===== config.mk =====
export PLATFORM = sky130hd
export DESIGN_NAME = branch_predict_resolve_unit
export DESIGN_NICKNAME = d
export VERILOG_FILES = /design/src/rtl/branch_predict_resolve_unit.sv
export SDC_FILE = /design/constraint.sdc
export NUM_CORES = 1
export LEC_CHECK = 0
export BUFFER_PORTS_ARGS = -buffer_cell sky130_fd_sc_hd__buf_2
export CORE_ASPECT_RATIO = 1.75
export CORE_UTILIZATION = 41
export CTS_CLUSTER_DIAMETER = 40
export CTS_CLUSTER_SIZE = 8
export DETAILED_ROUTE_END_ITERATION = 7
export PLACE_DENSITY_LB_ADDON = 0.3
export SYNTH_ARGS = -nofsm -noshare
export SYNTH_HDL_FRONTEND = slang
export SYNTH_SLANG_ARGS = --single-unit
export TNS_END_PERCENT = 100

===== constraint.sdc =====
create_clock -name clk_in -period 3.8 [get_ports clk_in]
set_input_delay 0.38 -clock clk_in [delete_from_list [all_inputs] [get_ports clk_in]]
set_output_delay 0.38 -clock clk_in [all_outputs]
set_load 0.01 [all_outputs]

===== src/rtl/branch_predict_resolve_unit.sv =====
// branch_predict_resolve_unit: 2-bit BHT branch predictor with a one-cycle registered
// branch/jump resolver, redirect PC generation and a saturating mispredict counter.
module branch_predict_resolve_unit #(
    parameter int         XLEN        = 32,
    parameter int         BHT_ENTRIES = 64,
    parameter logic [1:0] CTR_INIT    = 2'b01,
    parameter int         CNT_W       = 16
) (
    input  logic             clk_in,
    input  logic             rst_n_in,
    input  logic [XLEN-1:0]  pred_pc_in,
    output logic             pred_taken_out,
    input  logic             res_valid_in,
    input  logic [XLEN-1:0]  res_pc_in,
    input  logic [4:0]       opcode_6_to_2_in,
    input  logic [2:0]       func3_in,
    input  logic [XLEN-1:0]  rs1_in,
    input  logic [XLEN-1:0]  rs2_in,
    input  logic [XLEN-1:0]  target_in,
    input  logic             pred_taken_in,
    output logic             res_valid_out,
    output logic             branch_taken_out,
    output logic             mispredict_out,
    output logic [XLEN-1:0]  redirect_pc_out,
    output logic [CNT_W-1:0] mispredict_count_out
);
    localparam int         IDX_W   = $clog2(BHT_ENTRIES);
    localparam logic [4:0] OP_BR   = 5'b11000;
    localparam logic [4:0] OP_JAL  = 5'b11011;
    localparam logic [4:0] OP_JALR = 5'b11001;

    logic [1:0]       bht_q [BHT_ENTRIES];
    logic [IDX_W-1:0] pred_idx, res_idx;
    logic             res_valid_q, taken_q, mis_q;
    logic [XLEN-1:0]  redirect_q;
    logic [CNT_W-1:0] count_q;
    logic             is_br, eq, lt_s, lt_u, cond, taken_d, mis_d;
    logic [1:0]       ctr_q, ctr_d;
    logic [XLEN-1:0]  redirect_d;
    logic             unused_pred_pc;

    assign pred_idx       = pred_pc_in[IDX_W+1:2];
    assign res_idx        = res_pc_in[IDX_W+1:2];
    assign unused_pred_pc = ^{pred_pc_in[XLEN-1:IDX_W+2], pred_pc_in[1:0]};
    // Plain array read: a same-cycle update at this index is seen only next cycle.
    assign pred_taken_out = bht_q[pred_idx][1];

    always_comb begin
        eq    = rs1_in == rs2_in;
        lt_s  = $signed(rs1_in) < $signed(rs2_in);
        lt_u  = rs1_in < rs2_in;
        cond  = 1'b0;
        case (func3_in)
            3'b000:  cond = eq;
            3'b001:  cond = !eq;
            3'b100:  cond = lt_s;
            3'b101:  cond = !lt_s;
            3'b110:  cond = lt_u;
            3'b111:  cond = !lt_u;
            default: cond = 1'b0;
        endcase
        is_br      = opcode_6_to_2_in == OP_BR;
        taken_d    = (opcode_6_to_2_in == OP_JAL) || (opcode_6_to_2_in == OP_JALR) || (is_br && cond);
        mis_d      = taken_d != pred_taken_in;
        redirect_d = taken_d ? target_in : res_pc_in + XLEN'(4);
        ctr_q      = bht_q[res_idx];
        ctr_d      = taken_d ? ((ctr_q == 2'd3) ? 2'd3 : ctr_q + 2'd1)
                             : ((ctr_q == 2'd0) ? 2'd0 : ctr_q - 2'd1);
    end

    always_ff @(posedge clk_in) begin
        if (!rst_n_in) begin
            for (int i = 0; i < BHT_ENTRIES; i++) bht_q[i] <= CTR_INIT;
            res_valid_q <= 1'b0;
            taken_q     <= 1'b0;
            mis_q       <= 1'b0;
            redirect_q  <= '0;
            count_q     <= '0;
        end else begin
            res_valid_q <= res_valid_in;
            if (res_valid_in) begin
                taken_q    <= taken_d;
                mis_q      <= mis_d;
                redirect_q <= redirect_d;
                if (mis_d && (count_q != '1)) count_q <= count_q + CNT_W'(1);
                if (is_br) bht_q[res_idx] <= ctr_d;
            end
        end
    end

    assign res_valid_out        = res_valid_q;
    assign branch_taken_out     = taken_q;
    assign mispredict_out       = mis_q;
    assign redirect_pc_out      = redirect_q;
    assign mispredict_count_out = count_q;
endmodule


==> results.py, run 1 <==
metrics = {
    "place": {
        "dp_hpwl_mm": 23.4,
        "port_buffers": 197,
        "gp_congestion": 0.853,
    },
    "clocking": {
        "cts_root_buffer": "clkbuf_16",
        "cts_tree": "done",
        "postCtsHoldBufs": 0,
        "cts_sinks": 179,
        "cts_setup_buffers": 0,
        "clkTransAtPathRegs_ps": 70,
        "cts_inserted_buffers": 17,
        "htreeDepth": 4,
        "post_cts_resized": 0,
        "clockBufferDepth": 2,
        "clock_latency_ps": 450,
    },
    "floorplan": {
        "die_w_um": 125,
        "die_area_mm2": 0.0270,
        "io_pins": 224,
        "rows": 78,
        "start_util_pct": 41.8,
        "core_mm2": 0.0259,
        "die_height_um": 217,
    },
    "worst_setup_path": {
        "endpoint_kind": "primary output",
        "setup.worst_path.class": "primary input to primary output",
        "critPathLaunchType": "primary input",
        "worstReg2RegStart": "bht_q[28][1]",
        "worstPathArrival_ps": 2750,
        "crit_fanout": 12,
        "worstPathRequired_ps": 3420,
        "r2r_end": "bht_q[53][1]",
        "reg2reg_slack_ps": 1010,
        "reg2reg_depth": 8,
    },
    "yosys": {
        "ys_seq_area_share_pct": 45.0,
        "ys_warn_count": 0,
        "yosysUniqueCellTypes": 63,
        "async_flop_share_pct": 0,
        "synth_ff_type": "edfxtp_1",
        "syn_nets": 1271,
        "synth_seq_cells": 179,
        "syn_area_per_cell_um2": 10.1,
        "synth_edf_count": 128,
        "netlist_area_mm2": 0.0108,
        "synth_cells": 1065,
    },
    "pwr": {
        "p_leak_uw": 0.00475,
        "vdd_ir_drop_max_mv": 0.320,
        "powerDensity_mw_per_mm2": 370,
    },
    "detailed_routing": {
        "drc_errors": 0,
        "dr.pass1.iters": 5,
        "drt_wl_total_mm": 32.0,
        "vias": 9140,
        "ant_nets": 0,
        "wl_per_cell_um": 20.4,
        "drt_first_iter_violations": 542,
        "viasPerCell": 5.84,
    },
    "final_layout": {
        "area_delta_synth_final_pct": 17.9,
        "fin_util_pct": 49.2,
        "drive_above_1_share_pct": 29.9,
        "final_nets": 1438,
    },
    "status": {
        "status": "completed",
    },
    "timing": {
        "max_slew.worst_pin.slew_ps": 1100,
        "fin_crit_sh_pct": 82.4,
        "fin_tns_setup_ps": 0,
        "max_freq_ghz": 0.319,
        "fin_crit_ps": 3130,
        "setup_violations": 0,
        "finalClockSkew_ps": 7.70,
        "relSlewSlack_pct": 26.3,
        "grt_setup_unrepaired": "no",
        "hold_viol": 0,
        "slew_viol_final": 0,
    },
    "grt": {
        "grtUsageMet1_pct": 24.1,
        "grt_pass1_vias": 9127,
        "grt.total_usage_pct": 24.0,
        "grt.busiest_layer": "met2",
        "grt_max_degree": 85,
        "grt_pass1_wl_mm": 49.3,
        "grt_antenna_before_repair": 1,
        "met2_usage_pct": 43.5,
        "overflow": 0,
        "use_met3_pct": 5.31,
    },
    "hold_path": {
        "hp-class": "primary input to flip-flop",
        "hold_path.startpoint": "target_in[30]",
        "hold_path_end": "redirect_pc_out[30]",
        "hold_depth": 3,
    },
    "run": {
        "cap_violations": 0,
    },
}
## how the worst max path moves through the flow
stage	from	end	slack, ps	cells after the start
finish	pred_pc_in[2]	pred_taken_out	670	6
global route	rs2_in[14]	bht_q[61][1]	510	13
floorplan	pred_pc_in[2]	pred_taken_out	600	5
global placement	rs2_in[14]	bht_q[5][1]	240	14
CTS	rs1_in[14]	bht_q[31][1]	680	12
detailed placement	rs1_in[14]	bht_q[31][1]	220	12
## cells in the final DEF, fill, tap and decap left out, types with 9 or more instances in the layout
cell type and n:
buf_2 196, edfxtp_1 128, nand2_1 112, o21ai_0 101
nor2_1 83, nor3_2 61, nand3_1 53, dfxtp_1 51
a22oi_1 50, mux2i_1 43, inv_1 42, buf_4 37
ha_1 34, mux4_2 21, xnor2_1 21, a21oi_1 19
clkbuf_16 17, and3_1 13, nor3_1 13, nand2b_1 11
nand3b_1 10, nand4_1 9
## Yosys cell counts, types with 2 or more instances
cell	instances	area, µm²
xnor2_1	21	184
edfxtp_1	128	3840
or4_1	3	22.5
buf_1	8	30.0
and4_1	3	26.3
a31oi_1	8	50.1
or3b_2	2	17.5
a221o_1	2	20.0
and2_1	5	31.3
dfxtp_1	51	1020
nor2_1	83	312
buf_4	4	30.0
a22o_1	7	61.3
nor3_2	61	611
nand3_1	53	265
a41oi_1	5	43.8
nand3b_1	10	75.1
a311oi_1	2	17.5
a41o_1	6	60.1
and3_1	13	81.3
ha_1	34	425
nand2_1	112	420
buf_6	14	158
a21o_1	3	22.5
nand2b_1	11	68.8
buf_2	3	15.0
a21oi_1	19	95.1
nor3b_2	4	50.1
maj3_2	2	22.5
nor3_1	13	65.1
a221oi_1	8	70.1
a22oi_1	50	375
o21ai_0	101	505
inv_1	42	158
or3_1	2	12.5
nand4_1	9	56.3
mux2i_1	43	430
clkbuf_1	62	233
mux4_2	21	473
nor4_1	7	43.8
xor2_1	8	70.1
## per-stage QoR
step	worst slack, ps	hold WS [ps]	cells	power (µW)	instance area (µm²)
2_1_floorplan	600	497	1065	2650	10800
3_3_place_gp	237	463	1533	2910	12100
3_5_place_dp	216	467	1533	2920	12100
4_1_cts	676	199	1565	4740	12700
5_1_grt	510	205	1566	4870	12700
6_report	669	215	1566	4710	12700
## worst max-delay path, cell delays in order
cell    delay (ps)
buf_2          440
buf_4          260
mux4_2         510
mux4_2         480
mux4_2         510
buf_2          170
## cell families (layout without fill, tap and decap cells)
| kind of cell | Yosys count | after routing | share of synthesized area (%) |
|---|---|---|---|
| flops | 179 | 179 | 45.0 |
| other cells | 0 | 1 | 0 |
| mux | 66 | 66 | 8.57 |
| simple gates | 401 | 401 | 21.0 |
| buf+inv | 135 | 315 | 5.84 |
| compound gates | 219 | 219 | 13.0 |
| xor+xnor | 29 | 29 | 2.35 |
| fa+ha+maj | 36 | 36 | 4.15 |
## area by class of cell
cell class | instances | area [µm²]
Fill cell | 2372 | 13100
Multi-Input combinational cell | 751 | 5320
Sequential cell | 179 | 4860
Timing Repair Buffer | 239 | 1380
Clock buffer | 18 | 429
Tap cell | 320 | 400
Clock inverter | 14 | 178
Inverter | 44 | 165
Antenna cell | 1 | 2.50
## per-layer routing
layer | vias up | wire (µm)
li1 | 4260 | -
met1 | 4354 | 10900
met2 | 423 | 16900
met3 | 103 | 2240
met4 | 0 | 1950
met5 | - | 0
## power breakdown
part           leakage (µW)  switching [µW]  internal, µW
sequential          0.00153            30.2          2140
clock              0.000281             789          1040
combinational       0.00295             435           281
## state kept, by name, indices dropped and copies added, names as in the netlist
name,cells
bht_q,128
branch_taken_out,1
redirect_pc_out,32
mispredict_count_out,16
res_valid_out,1
mispredict_out,1
Power figures use the tool's default switching activity.
==> run 2, diff against run 1 <==
==> constraint.sdc (replaced) <==
create_clock -name clk_in -period 3.1 [get_ports clk_in]
set_input_delay 0.31 -clock clk_in [delete_from_list [all_inputs] [get_ports clk_in]]
set_output_delay 0.31 -clock clk_in [all_outputs]
set_load 0.01 [all_outputs]
==> run 2 against run 1 <==
Net effect: highest routed layer unchanged; cell count up 2.0%; setup slack worse by 500 ps; design area up 2.9%; combinational power up 29%.
==> results.py, run 2 (synthesized netlist as in run 1, its figures left out) <==
metrics = {
    "clocking": {
        "clkTransAtPathRegs_ps": 70,
        "cts_setup_buffers": 0,
        "clockBufferDepth": 2,
        "postCtsHoldBufs": 0,
        "clock_latency_ps": 440,
        "htreeDepth": 4,
        "post_cts_resized": 0,
        "cts_inserted_buffers": 17,
        "cts_root_buffer": "clkbuf_16",
        "cts_sinks": 179,
        "cts_tree": "done",
    },
    "place": {
        "placed_area_mm2": 0.0125,
        "port_buffers": 197,
        "dp.cells": 1566,
        "dp_hpwl_mm": 25.0,
        "gp_congestion": 0.895,
    },
    "worst_setup_path": {
        "worstReg2RegStart": "bht_q[4][0]",
        "setup.worst_path.class": "primary input to flip-flop",
        "path_cells": "buf_2, inv_1, ha_1, nand4_1, buf_4, nor4_1, nand4_1, mux2_1, nand4b_4, nor2_1, o31a_2, maj3_2, buf_12, nand2_1",
        "crit_fanout": 35,
        "worstPathArrival_ps": 3110,
        "critPathLaunchType": "primary input",
        "cpMostUsedCell": "nand4_1",
        "crit_slowest_cell": "nor4_1",
        "reg2reg_depth": 8,
        "worstPathRequired_ps": 3280,
        "endpoint_kind": "flip-flop",
        "cpPeakStageDelay_ps": 350,
        "reg2reg_slack_ps": 360,
        "r2r_end": "bht_q[20][0]",
    },
    "timing": {
        "setup_violations": 0,
        "max_slew.worst_pin.slew_ps": 761,
        "finalClockSkew_ps": 7.78,
        "grt_setup_unrepaired": "no",
        "fin_crit_sh_pct": 94.5,
        "relSlewSlack_pct": 49.3,
        "fin_crit_ps": 2930,
        "hold_viol": 0,
        "max_freq_ghz": 0.342,
        "slew_viol_final": 0,
    },
    "hold_path": {
        "hold_depth": 3,
        "hp-class": "primary input to flip-flop",
        "hold_path_end": "redirect_pc_out[17]",
        "hold_path.startpoint": "target_in[17]",
    },
    "final_layout": {
        "design_area_mm2": 0.0131,
        "final_common_cell": "buf_2",
        "largest_reg_flops": 128,
        "final_nets": 1471,
        "layout_common_cells": "buf_2 (196), edfxtp_1 (128), nand2_1 (112)",
        "area_delta_synth_final_pct": 21.3,
        "top_register": "bht_q",
        "stdcell_count": 1597,
        "drive_above_1_share_pct": 31.4,
    },
    "floorplan": {
        "die_height_um": 217,
        "rows": 78,
        "die_area_mm2": 0.0270,
        "io_pins": 224,
        "core_mm2": 0.0259,
        "start_util_pct": 41.8,
        "die_w_um": 125,
    },
    "pwr": {
        "internal_power_uw": 4330,
        "power_frac_comb_pct": 15.9,
        "powerDensity_mw_per_mm2": 444,
        "p_total_uw": 5820,
        "power_frac_seq_pct": 45.7,
        "vdd_ir_drop_max_mv": 0.400,
        "p_clk_share_pct": 38.4,
        "p_leak_uw": 0.00495,
        "power.switching_uw": 1490,
        "switching_share_pct": 25.6,
    },
    "status": {
        "status": "completed",
    },
    "detailed_routing": {
        "drt_first_iter_violations": 703,
        "drt_wl_total_mm": 33.2,
        "ant_nets": 0,
        "wl_per_cell_um": 20.8,
        "vias": 9300,
        "dr.pass1.iters": 5,
        "drc_errors": 0,
        "viasPerCell": 5.82,
    },
    "grt": {
        "grt_antenna_before_repair": 1,
        "grt_pass1_wl_mm": 51.3,
        "grt.total_usage_pct": 24.9,
        "overflow": 0,
        "grt_max_degree": 76,
        "grt_pass1_vias": 9454,
    },
    "run": {
        "cap_violations": 0,
    },
}
run 2: routing by layer:
layer	GRT usage [%]	vias up	share of wire (%)	wire length (µm)
li1	-	4335	-	-
met1	24.0	4394	33	10900
met2	47.0	446	54	17800
met3	4.34	125	6.8	2260
met4	17.9	0	6.9	2280
met5	0	-	0	0
run 2: worst max path at each step:
stage / start / to / slack [ps] / cells past startpoint
floorplan: pred_pc_in[2] / pred_taken_out / 40 / 5
global placement: rs2_in[15] / redirect_pc_out[26] / -210 / 15
detailed placement: rs2_in[14] / bht_q[63][1] / -280 / 14
CTS: rs2_in[14] / bht_q[63][1] / 170 / 14
global route: rs2_in[9] / redirect_pc_out[26] / 30 / 15
finish: rs2_in[14] / bht_q[20][0] / 170 / 14
run 2: layout make-up:
cell class,count,area [µm²]
fillers,2307,12800
clock buffers,18,429
inverters,44,165
diodes,1,2.50
clock inverters,12,165
repair buffers,272,1760
flip-flops and latches,179,4860
well taps,320,400
multi-input cells,751,5320
run 2: power groups by stage:
stage	logic (µW)	registers, µW	clock network, µW
detailed placement	926	2710	0
finish	926	2660	2230
CTS	929	2660	2260
global route	999	2660	2350
floorplan	536	2710	0
global placement	912	2710	0
run 2: stage by stage:
| step | hold WS (ps) | setup TNS (ps) | setup slack, ps | util (%) |
|---|---|---|---|---|
| 5_1_grt | 157 | 0 | 29.4 | 50.7 |
| 3_5_place_dp | 471 | -36010 | -279 | 48.4 |
| 4_1_cts | 133 | 0 | 173 | 50.7 |
| 6_report | 149 | 0 | 172 | 50.7 |
| 2_1_floorplan | 494 | 0 | 39.5 | - |
| 3_3_place_gp | 462 | -25720 | -206 | 48.4 |
run 2: worst max-delay path, delay by kind of cell:
family	cells	cell delay, ps
simple gates	6	1150
fa+ha+maj	2	550
buf+inv	4	530
mux	1	330
compound gates	1	210
==> run 3, diff against run 2 <==
--- a/config.mk
+++ b/config.mk
@@ -5,6 +5,7 @@
 export SDC_FILE = /design/constraint.sdc
 export NUM_CORES = 1
 export LEC_CHECK = 0
+export ABC_AREA = 1
 export BUFFER_PORTS_ARGS = -buffer_cell sky130_fd_sc_hd__buf_2
 export CORE_ASPECT_RATIO = 1.75
 export CORE_UTILIZATION = 41
==> run 3 against run 2 <==
Net effect: fmax up 15%; setup slack improved by 370 ps; combinational power shrank 5.6%; global-route usage fell by 0.76 points; clock skew grew 3.4 ps; cell count increased by 26%; flip-flop and latch count stayed put; clock power shrank 9.0%; synthesized cell count grew 39%; wire length down 3.4%; sequential power is essentially flat; largest power group unchanged; highest routed layer unchanged.
==> results.py, run 3 <==
metrics = {
    "clocking": {
        "htreeDepth": 4,
        "cts_tree": "done",
        "cts_root_buffer": "clkbuf_16",
        "clockBufferDepth": 2,
        "cts_sinks": 179,
        "post_cts_resized": 0,
        "postCtsHoldBufs": 0,
        "clkTransAtPathRegs_ps": 70,
        "cts_inserted_buffers": 17,
        "clock_latency_ps": 440,
        "cts_setup_buffers": 0,
    },
    "worst_setup_path": {
        "critPathBufInv": 5,
        "path_cells": "buf_2, inv_2, buf_4, nand3_2, inv_2, a22o_1, a221oi_1, nand4_1, nand2_1, nand2_1, nor2_1, nand3_1, nand2_1, nand2_1, nand2_2, buf_12, nor2_1",
        "cpMostUsedCell": "nand2_1",
        "cpPeakStageDelay_ps": 230,
        "critPathLaunchType": "primary input",
        "endpoint_kind": "flip-flop",
        "setup.worst_path.class": "primary input to flip-flop",
        "crit_fanout": 32,
        "crit_family": "simple AND/OR/NAND/NOR gates",
        "worstPathRequired_ps": 3290,
        "worstPathArrival_ps": 2750,
        "crit_slowest_cell": "buf_2",
    },
    "pwr": {
        "p_leak_uw": 0.00550,
        "powerDensity_mw_per_mm2": 429,
        "p_total_uw": 5560,
        "vdd_ir_drop_max_mv": 0.388,
    },
    "floorplan": {
        "rows": 79,
        "start_util_pct": 41.5,
        "die_height_um": 219,
        "die_area_mm2": 0.0275,
        "die_w_um": 126,
        "core_mm2": 0.0265,
        "io_pins": 224,
    },
    "yosys": {
        "synth_top_family_by_area": "simple AND/OR/NAND/NOR gates",
        "netlist_area_mm2": 0.0110,
        "synth_cells": 1482,
        "synth_edf_count": 128,
        "syn_area_per_cell_um2": 7.43,
        "yosys.area.top_type": "edfxtp_1",
        "synthMuxAreaShare_pct": 0,
        "synth-simple-area-share_pct": 26.1,
        "yosysUniqueCellTypes": 49,
        "synth_xor_xnor_area_share_pct": 2.31,
        "synth_compound_area_share_pct": 12.2,
        "synth_top_area_share_pct": 34.9,
        "synth_area_leaders": "edfxtp_1 (35%), nand2_1 (13%), dfxtp_1 (9.3%)",
        "synth_seq_cells": 179,
        "syn_nets": 1688,
        "synth_common_cells": "nand2_1 (380), inv_1 (234), nor2_1 (224), edfxtp_1 (128), o21ai_0 (80)",
        "async_flop_share_pct": 0,
        "ys_warn_count": 0,
        "synthAdderAreaFrac_pct": 3.87,
        "synth_ff_type": "edfxtp_1",
        "ys_seq_area_share_pct": 44.2,
        "yosysMostFrequentCell": "nand2_1",
    },
    "timing": {
        "fin_crit_ps": 2560,
        "relSlewSlack_pct": 28.6,
        "max_slew.worst_pin.slew_ps": 1070,
        "max_freq_ghz": 0.391,
        "slew_viol_final": 0,
        "setup_violations": 0,
        "fin_crit_sh_pct": 82.5,
        "grt_setup_unrepaired": "no",
        "hold_viol": 0,
        "finalClockSkew_ps": 11.2,
        "fin_tns_setup_ps": 0,
        "hold_ws_ps": 94.6,
        "fin_ws_ps": 543,
    },
    "grt": {
        "grt.total_usage_pct": 24.1,
        "overflow": 0,
        "grt_antenna_before_repair": 0,
        "grt_pass1_vias": 10436,
        "grt_max_degree": 89,
        "grt_pass1_wl_mm": 51.0,
    },
    "final_layout": {
        "final_common_cell": "nand2_1",
        "drive_above_1_share_pct": 16.7,
        "final_nets": 1877,
        "top_register": "bht_q",
        "layout_common_cells": "nand2_1 (380), inv_1 (234), nor2_1 (224)",
        "area_delta_synth_final_pct": 17.7,
        "largest_reg_flops": 128,
        "antenna_cells": 0,
        "fin_util_pct": 48.9,
    },
    "detailed_routing": {
        "drt_wl_total_mm": 32.1,
        "drt_first_iter_violations": 676,
        "dr.pass1.iters": 6,
        "ant_nets": 0,
        "vias": 10537,
        "drc_errors": 0,
        "wl_per_cell_um": 16.0,
        "viasPerCell": 5.25,
    },
    "place": {
        "port_buffers": 197,
        "gp_congestion": 0.906,
        "dp_hpwl_mm": 23.2,
        "pre_cts_ws_ps": 124,
    },
    "status": {
        "status": "completed",
    },
    "run": {
        "cap_violations": 0,
    },
    "hold_path": {
        "hp-class": "primary input to flip-flop",
    },
}
==> run 3: cell types whose count changed in the layout (fill, tap and decap cells not counted), moves of 19 or more <==
| cell | previous run | this run |
|---|---|---|
| nor2_1 | 83 | 224 |
| mux2i_1 | 43 | 0 |
| o21ai_0 | 101 | 80 |
| nor3_2 | 61 | 2 |
| mux4_2 | 21 | 0 |
| nand2_1 | 112 | 380 |
| a22oi_1 | 50 | 16 |
| inv_1 | 42 | 234 |
| nand4_1 | 9 | 28 |
| a21oi_1 | 19 | 71 |
| buf_4 | 59 | 29 |
==> run 3: stage by stage <==
step	instances	instance area, µm²
3_5_place_dp	1976	12400
5_1_grt	2008	13000
4_1_cts	2008	13000
6_report	2008	13000
2_1_floorplan	1482	11000
3_3_place_gp	1976	12400
==> run 3: worst paths after layout <==
kind,depth (start not counted),startpoint,to,slack [ps]
max,17,res_pc_in[4],bht_q[47][1],540
min,3,target_in[24],redirect_pc_out[24],90
max reg2reg,12,bht_q[51][0],bht_q[47][1],700
min reg2reg,2,redirect_pc_out[8],redirect_pc_out[8],460
==> run 3: tightest hold or removal path, cell delays in order <==
cell     delay [ps]
buf_2            80
nand3_1          60
nand2_1          60
==> run 3: cell families after synthesis <==
kind of cell    Yosys count
simple gates            710
buf+inv                 307
compound gates          223
flops                   179
fa+ha+maj                34
xor+xnor                 29
==> run 3: area by class of cell <==
class / instances / area [µm²]
Clock buffer: 17 / 425
Multi-Input combinational cell: 996 / 4900
Fill cell: 2579 / 13500
Inverter: 245 / 920
Clock inverter: 15 / 118
Timing Repair Buffer: 232 / 1320
Tap cell: 324 / 405
Sequential cell: 179 / 4860
==> run 3: metal layers <==
| layer | vias to the layer above | wire length, µm | share of wire (%) | GRT usage [%] |
|---|---|---|---|---|
| li1 | 5179 | - | - | - |
| met1 | 4892 | 11300 | 35 | 24.5 |
| met2 | 378 | 17100 | 53 | 46.0 |
| met3 | 88 | 2120 | 6.6 | 4.31 |
| met4 | 0 | 1550 | 4.8 | 13.6 |
| met5 | - | 0 | 0 | 0 |
==> run 3: power by group <==
group	leakage (µW)	internal, µW	switching, µW
logic	0.00368	323	552
registers	0.00157	2630	37.5
clock network	0.000253	1090	933
